--- src/rtl/pcomp_pkg.sv ---
// Shared definitions for the p-computing blocks: activation range, LFSR
// constants and the sampler FSM encoding.
package pcomp_pkg;

  localparam int          ACT_W         = 4;
  localparam logic [3:0]  ACT_MID       = 4'd8;
  localparam logic [3:0]  ACT_MAX       = 4'd15;
  localparam logic [15:0] LFSR_MASK     = 16'hB400;
  localparam logic [15:0] LFSR_DEF_SEED = 16'hACE1;

  typedef enum logic [1:0] {IDLE, RUN, FIN} sampler_state_t;

  // One right-shifting Galois step for x^16+x^14+x^13+x^11.
  function automatic logic [15:0] lfsr_step(input logic [15:0] v);
    return v[0] ? ((v >> 1) ^ LFSR_MASK) : (v >> 1);
  endfunction

endpackage

--- src/rtl/lfsr16.sv ---
// 16-bit Galois LFSR with enable; reloads the seed on reset so every run
// after reset replays the same random stream.
module lfsr16
  import pcomp_pkg::*;
(
  input  logic        clk,
  input  logic        rst,
  input  logic        en,
  input  logic [15:0] seed,
  output logic [15:0] q
);

  always_ff @(posedge clk) begin
    if (rst)     q <= seed;
    else if (en) q <= lfsr_step(q);
  end

endmodule

--- src/rtl/pbit_sampler.sv ---
// Sequential Gibbs sampler: updates one p-bit per RUN cycle in round-robin
// order by comparing the gate activation against a 4-bit random draw.
module pbit_sampler
  import pcomp_pkg::*;
#(
  parameter int          N     = 5,
  parameter int          ACT_W = 4,
  parameter logic [15:0] SEED  = 16'hACE1,
  parameter int          SW_W  = 16
) (
  input  logic                   clk,
  input  logic                   rst,
  input  logic                   start,
  input  logic [SW_W-1:0]        sweeps,
  input  logic [N*ACT_W-1:0]     act,
  input  logic [N-1:0]           clamp_mask,
  input  logic [N-1:0]           clamp_val,
  output logic [N-1:0]           state,
  output logic [$clog2(N)-1:0]   idx,
  output logic                   busy,
  output logic                   done,
  output logic [SW_W-1:0]        sweep_cnt
);

  localparam int          IDX_W    = $clog2(N);
  localparam logic [15:0] SEED_EFF = (SEED == 16'h0) ? LFSR_DEF_SEED : SEED;

  if (ACT_W != pcomp_pkg::ACT_W) begin : g_act_w_check
    $error("pbit_sampler: ACT_W must be 4");
  end
  if (N < 2 || N > 32) begin : g_n_check
    $error("pbit_sampler: N must be in 2..32");
  end

  sampler_state_t    fsm;
  logic [SW_W-1:0]   target;
  logic [15:0]       lfsr_q;
  logic [ACT_W-1:0]  act_sel;
  logic              sample;
  logic              last;
  logic [SW_W-1:0]   cnt_inc;
  logic [N-1:0]      state_d;

  // The random stream only moves on RUN cycles, so a run is reproducible.
  lfsr16 u_lfsr (
    .clk  (clk),
    .rst  (rst),
    .en   (fsm == RUN),
    .seed (SEED_EFF),
    .q    (lfsr_q)
  );

  always_comb begin
    // NOTE: every output of this block gets a default first, so no path
    // leaves a value unassigned and no latch is inferred.
    act_sel = act[idx*ACT_W +: ACT_W];
    sample  = (lfsr_q[ACT_W-1:0] < act_sel);
    last    = (idx == IDX_W'(N - 1));
    cnt_inc = sweep_cnt + 1'b1;
    state_d = state;
    if (fsm == RUN) state_d[idx] = sample;
    // Clamps override sampling in every state, so clamped index still
    // costs a RUN cycle but never changes.
    state_d = (state_d & ~clamp_mask) | (clamp_val & clamp_mask);
  end

  // NOTE: sequential state uses non-blocking assignments so every register
  // sees pre-edge values regardless of statement order.
  always_ff @(posedge clk) begin
    if (rst) begin
      fsm       <= IDLE;
      state     <= '0;
      idx       <= '0;
      busy      <= 1'b0;
      done      <= 1'b0;
      sweep_cnt <= '0;
      target    <= '0;
    end else begin
      state <= state_d;
      done  <= 1'b0;
      unique case (fsm)
        IDLE: begin
          if (start) begin
            target    <= sweeps;
            sweep_cnt <= '0;
            idx       <= '0;
            if (sweeps == '0) begin
              fsm  <= FIN;
              done <= 1'b1;
            end else begin
              fsm  <= RUN;
              busy <= 1'b1;
            end
          end
        end
        RUN: begin
          if (last) begin
            idx       <= '0;
            sweep_cnt <= cnt_inc;
            if (cnt_inc == target) begin
              fsm  <= FIN;
              busy <= 1'b0;
              done <= 1'b1;
            end
          end else begin
            idx <= idx + 1'b1;
          end
        end
        FIN:     fsm <= IDLE;
        default: fsm <= IDLE;
      endcase
    end
  end

endmodule
--- config.mk ---
export PLATFORM = sky130hd
export DESIGN_NAME = pbit_sampler
export DESIGN_NICKNAME = d
export VERILOG_FILES = /design/src/rtl/pcomp_pkg.sv /design/src/rtl/lfsr16.sv /design/src/rtl/pbit_sampler.sv
export SDC_FILE = /design/constraint.sdc
export NUM_CORES = 1
export LEC_CHECK = 0
export CAP_MARGIN = 10
export CORE_MARGIN = 8
export CORE_UTILIZATION = 52
export CTS_BUF_LIST = sky130_fd_sc_hd__clkbuf_8
export CTS_CLUSTER_DIAMETER = 200
export DETAILED_ROUTE_END_ITERATION = 10
export PLACE_DENSITY = 0.82
export SYNTH_ARGS = -nofsm -noshare
export SYNTH_HDL_FRONTEND = slang
export SYNTH_SLANG_ARGS = --single-unit
--- constraint.sdc ---
create_clock -name clk -period 3 [get_ports clk]
set_input_delay 0.45 -clock clk [delete_from_list [all_inputs] [get_ports clk]]
set_output_delay 0.45 -clock clk [all_outputs]
set_load 0.03 [all_outputs]
==> impl_metrics.py, run 1 <==
metrics = {
    "place": {
        "hpwlAfterDp_mm": 6.643,
        "io_buffers": 74,
        "place.gp.congestion": 0.8806,
        "place_area_sq_um": 4088,
    },
    "synth": {
        "seq_area_frac_synth": 0.3643,
        "ys_top_cells_by_count": "nand2_1, dfxtp_1, a21oi_1",
        "syn-num-nets": 481,
        "postSynthAreaPerCell_sq_um": 7.739,
        "yosys.area.top_type": "dfxtp_1",
        "postSynthCellCount": 426,
        "synth.area.top_cells": "dfxtp_1, nand2_1, a21oi_1, xnor2_1, nor2_1",
        "synth_area_sq_um": 3297,
        "async_flop_share": 0,
        "synth-edff-count": 0,
        "yosys_warnings": 0,
        "yosysUniqueCellTypes": 50,
        "ys.flop_type": "dfxtp_1",
        "yosysMostFrequentCell": "nand2_1",
        "yosysTopAreaCellShare": 0.3643,
        "synth_seq_cells": 60,
    },
    "die": {
        "die_x_microns": 95.63,
        "ios": 75,
        "rows": 29,
        "die_h_microns": 95.63,
        "die-area_sq_um": 9144,
        "core_sq_um": 6241,
        "start_util": 0.5283,
    },
    "drt": {
        "viasPerCell": 5.797,
        "vias": 3333,
        "drt_iter0_drc": 260,
        "drc": 0,
        "wire_per_inst_microns": 15.72,
        "dr.pass1.iters": 5,
        "ant_nets": 0,
        "routed_wl_mm": 9.037,
    },
    "critical_path": {
        "r2r_cells": 8,
        "path_class": "register to register",
        "rrSetupSlack_ns": 0.26,
        "worst_setup_path_start_kind": "register",
        "slowest_delay_ns": 0.52,
        "path_cells": "ha_1 > nand4_4 > nor4_2 > xor2_1 > o21ai_0 > nand3_1 > or4b_4 > a211oi_1",
        "cp_max_fo": 7,
        "end_kind": "register",
        "crit_required_ns": 3.25,
        "reg2reg_from": "sweep_cnt[0]$_SDFFE_PP0P_",
        "crit_slowest_cell": "or4b_4",
        "cp.arrival_ns": 2.99,
        "r2r_end": "fsm[1]$_SDFFE_PP0P_",
    },
    "clock_tree": {
        "post-cts-setup-buffers": 0,
        "cts_hold_buf": 0,
        "clk_pin_slew_ns": 0.07,
        "clock_latency_ns": 0.33,
        "cts.htree.levels": 3,
        "cts_tree": "built",
        "clkSinkCount": 60,
        "post_cts_resized": 0,
        "numCtsBuffers": 9,
        "cts_buffer_depth": 2,
        "cts_root_buf": "clkbuf_8",
    },
    "cells_and_area": {
        "regArea_sq_um": 1201,
        "design_area_sq_um": 4305,
        "nets": 548,
        "num-fill-cells": 528,
        "areaGrowthSynthToFinish_pct": 30.59,
        "multi_input_area_sq_um": 1938,
        "drive_gt1_frac": 0.07831,
        "num_antenna_cells": 0,
    },
    "timing": {
        "finalSetupViolCount": 0,
        "fin_crit_sh": 0.9143,
        "worst_slew_pin_slew_ns": 0.5961,
        "period_needed_ns": 2.743,
        "drv_slew": 0,
        "slew_headroom": 0.6020,
        "hold_viol_final": 0,
        "finalSetupTns_ns": 0,
        "finalClockSkew_ns": 0.008440,
        "rsz0062_at_grt": "false",
        "fmax_mhz": 364.6,
    },
    "power_and_ir_drop": {
        "cellPowerDensity_nw_per_um2": 451.1,
        "p_leak_nw": 1.597,
        "ir_drop_mv": 0.3831,
    },
    "run": {
        "cap_violations": 0,
    },
    "grt": {
        "grt_max_degree": 32,
        "grt_overflow_total": 0,
        "grt_pass1_wl_mm": 14.89,
        "grt.total_usage": 0.2043,
        "grt_antenna_before_repair": 0,
        "grt_pass1_vias": 3108,
    },
    "worst_hold_path": {
        "hold_class": "register to register",
        "hold_depth": 2,
        "min_from": "u_lfsr.q[15]$_SDFFE_PP1P_",
        "whs_endpoint": "u_lfsr.q[14]$_SDFFE_PP0P_",
    },
    "run_status": {
        "status": "completed",
    },
}
critical path, delay by kind of cell, from the launching register on:
kind                     cells  cell delay [ns]
AND/OR/NAND/NOR              4             1.28
XOR/XNOR                     1             0.12
flip-flops                   1             0.45
adder cells (fa/ha/maj)      1             0.38
AO/OA/AOI/OAI                2             0.43
sequential cells by signal, summed over array words and instances, names as in the netlist, named ones only:
signal,flops
busy,1
done,1
sweep_cnt,16
u_lfsr.q,16
idx,3
target,16
fsm,2
worst max path at each step:
stage,slack [ns],startpoint,end,cells after the start
floorplan,0.33,sweep_cnt[0]$_SDFFE_PP0P_,busy$_SDFFE_PP0P_,9
global placement,0.38,sweep_cnt[0]$_SDFFE_PP0P_,busy$_SDFFE_PP0P_,8
detailed placement,0.27,sweep_cnt[0]$_SDFFE_PP0P_,fsm[1]$_SDFFE_PP0P_,8
CTS,0.27,sweep_cnt[0]$_SDFFE_PP0P_,fsm[1]$_SDFFE_PP0P_,8
global route,0.03,sweep_cnt[0]$_SDFFE_PP0P_,done$_SDFF_PP0_,8
finish,0.26,sweep_cnt[0]$_SDFFE_PP0P_,fsm[1]$_SDFFE_PP0P_,8
where the power goes:
part | leakage (nW) | internal [W] | total [W] | switching, W
registers | 0.491 | 0.000832 | 0.000865 | 0.0000327
logic | 0.991 | 0.000143 | 0.000282 | 0.000140
clock network | 0.115 | 0.000483 | 0.000795 | 0.000312
routing by layer:
layer	up-vias	part of all wire	routed length, microns	track usage
li1	1643	-	-	-
met1	1553	0.44	4009	0.2652
met4	0	0.013	115	0.07170
met5	-	0	0	0
met2	125	0.48	4299	0.3320
met3	12	0.068	612	0.03622
cells by family after synthesis:
logic type,after synthesis,share of synthesized area
flip-flops,60,0.3643
multiplexers,10,0.03795
AO/OA/AOI/OAI,100,0.1822
buffers and inverters,39,0.04933
AND/OR/NAND/NOR,190,0.2877
XOR/XNOR,21,0.05579
adder cells (fa/ha/maj),6,0.02277
placed cells by master (no fill, tap or decap), types with 6 or more instances in the layout:
master / count
nand2_1: 80
clkdlybuf4s50_1: 73
dfxtp_1: 60
a21oi_1: 48
nor2_1: 35
nand3_1: 20
xnor2_1: 17
o21ai_0: 14
inv_1: 13
nor3_1: 13
clkbuf_8: 10
buf_4: 10
nand4_1: 9
a31oi_1: 8
mux2i_1: 8
a211oi_1: 7
ha_1: 6
metrics by stage:
step           power, W  hold WS, ns  std cells    util  setup slack [ns]
2_1_floorplan  0.001034       0.4321        426       -            0.3302
3_3_place_gp   0.001152       0.4368        559  0.6550            0.3792
3_5_place_dp   0.001160       0.4486        559  0.6550            0.2717
4_1_cts        0.001949       0.4589        575  0.6899            0.2692
5_1_grt        0.002026       0.4790        575  0.6899           0.02727
6_report       0.001942       0.4594        575  0.6899            0.2572
cell type report:
type | count | area share
Inverter | 11 | 0.009590
Clock inverter | 6 | 0.01860
Multi-Input combinational cell | 327 | 0.4502
Tap cell | 77 | 0.02238
Clock buffer | 10 | 0.03197
Timing Repair Buffer | 84 | 0.1883
Sequential cell | 60 | 0.2790
Power figures use the tool's default switching activity.
==> run 2: changes to the inputs <==
GPL_ROUTABILITY_DRIVEN = 0   (was default)
==> results of run 2 <==
Same layout as run 1: the final DEF is identical, and so are final timing and power.
==> run 3: changes to the inputs <==
CORE_ASPECT_RATIO = 1.25   (was default)
==> run 3 against run 2 <==
Clock power increased by 3.1%. Critical path depth unchanged. Global-route usage fell by 0.55 points. Core utilization rose by 1.4 points. Critical endpoint is now busy$_SDFFE_PP0P_.
==> impl_metrics.py, run 3 (same netlist as run 1, synthesis figures left out) <==
metrics = {
    "cells_and_area": {
        "regArea_sq_um": 1201,
        "num_antenna_cells": 0,
        "design_area_sq_um": 4339,
        "areaGrowthSynthToFinish_pct": 31.61,
        "nets": 549,
        "num-fill-cells": 516,
        "final_common_cell": "nand2_1",
        "multi_input_area_sq_um": 1947,
        "utilization": 0.7037,
        "drive_gt1_frac": 0.08417,
        "layout_common_cells": "nand2_1, clkdlybuf4s50_1, dfxtp_1",
        "reg_top3": "sweep_cnt: 16 flops, target: 16 flops, u_lfsr.q: 16 flops",
    },
    "power_and_ir_drop": {
        "cellPowerDensity_nw_per_um2": 452.3,
        "ir_drop_mv": 0.3820,
        "p_leak_nw": 1.609,
        "fin_total_pwr_w": 0.001962,
    },
    "clock_tree": {
        "clkSinkCount": 60,
        "cts.htree.levels": 3,
        "cts_buffer_depth": 2,
        "post-cts-setup-buffers": 0,
        "cts_tree": "built",
        "clk_pin_slew_ns": 0.07,
        "clock_latency_ns": 0.35,
        "numCtsBuffers": 9,
        "cts_hold_buf": 0,
        "cts_root_buf": "clkbuf_8",
    },
    "timing": {
        "rsz0062_at_grt": "false",
        "fin_crit_sh": 0.9079,
        "finalClockSkew_ns": 0.008173,
        "finalSetupTns_ns": 0,
        "finalSetupViolCount": 0,
        "fmax_mhz": 367.1,
        "period_needed_ns": 2.724,
        "worst_slew_pin_slew_ns": 0.5611,
        "whs_ns": 0.2832,
        "drv_slew": 0,
        "slew_headroom": 0.6254,
        "hold_viol_final": 0,
    },
    "place": {
        "io_buffers": 74,
        "place_area_sq_um": 4105,
        "hpwlAfterDp_mm": 6.559,
    },
    "critical_path": {
        "crit_required_ns": 3.21,
        "cp_max_fo": 7,
        "worst_setup_path_start_kind": "register",
        "path_class": "register to register",
        "cp.arrival_ns": 2.93,
        "end_kind": "register",
    },
    "drt": {
        "vias": 3288,
        "viasPerCell": 5.630,
        "dr.pass1.iters": 5,
        "drt_iter0_drc": 197,
        "ant_nets": 0,
        "wire_per_inst_microns": 15.43,
        "routed_wl_mm": 9.013,
        "drc": 0,
    },
    "grt": {
        "grt.total_usage": 0.1988,
        "grt_max_degree": 52,
        "grt_antenna_before_repair": 0,
        "grt_overflow_total": 0,
        "grt_pass1_vias": 3212,
        "grt_pass1_wl_mm": 14.86,
    },
    "run": {
        "cap_violations": 0,
    },
    "die": {
        "die_h_microns": 105.0,
        "core_sq_um": 6166,
        "start_util": 0.5347,
        "die_x_microns": 87.22,
        "rows": 32,
        "ios": 75,
        "die-area_sq_um": 9160,
    },
    "run_status": {
        "status": "completed",
    },
    "worst_hold_path": {
        "hold_class": "primary input to register",
    },
}
[run 3: changes by cell type in the layout (fill, tap and decap cells not counted), sizes merged]
cell	previous run	this run
clkinvlp	1	3
inv	13	11
buf	11	12
[run 3: worst paths after layout]
path / from / end / slack, ns / cells past startpoint
min reg2reg: u_lfsr.q[8]$_SDFFE_PP0P_ / u_lfsr.q[8]$_SDFFE_PP0P_ / 0.46 / 2
min: rst / u_lfsr.q[9]$_SDFFE_PP0P_ / 0.28 / 2
max: sweep_cnt[0]$_SDFFE_PP0P_ / busy$_SDFFE_PP0P_ / 0.28 / 8
max reg2reg: sweep_cnt[0]$_SDFFE_PP0P_ / busy$_SDFFE_PP0P_ / 0.28 / 8
[run 3: cell type report]
| type | count | share of cell area |
|---|---|---|
| Clock buffer | 10 | 0.03172 |
| Tap cell | 85 | 0.02451 |
| Clock inverter | 6 | 0.02018 |
| Timing Repair Buffer | 85 | 0.1886 |
| Multi-Input combinational cell | 327 | 0.4487 |
| Sequential cell | 60 | 0.2768 |
| Inverter | 11 | 0.009516 |
[run 3: per-stage QoR]
stage,cells,setup WS (ns)
global placement,568,0.3549
CTS,584,0.1869
global route,584,0.04912
detailed placement,568,0.2661
floorplan,426,0.3302
finish,584,0.2763
[run 3: metal layers]
| layer | GRT usage | vias up | routed length (microns) |
|---|---|---|---|
| met3 | 0.04624 | 25 | 577 |
| met1 | 0.2198 | 1503 | 3803 |
| met5 | 0 | - | 0 |
| met2 | 0.3430 | 115 | 4350 |
| li1 | - | 1645 | - |
| met4 | 0.1011 | 0 | 282 |
[run 3: worst max-delay path, stage by stage (launching register included)]
cell and delay [ns]:
dfxtp_1 0.45, ha_1 0.38, nand4_4 0.19, nor4_4 0.41, xor2_1 0.13, o21ai_0 0.24, nand3_1 0.11, or4b_4 0.52
nor3b_1 0.15
[run 3: timing repair]
action / in CTS / in global routing
setup endpoints to repair: 0 / 3
resized for setup: 0 / 1
endpoints found under the hold margin: 0 / 0
[run 3: power breakdown]
part | internal (W) | switching [W]
Clock | 0.000488 | 0.000332
Combinational | 0.000142 | 0.000140
Sequential | 0.000832 | 0.0000285
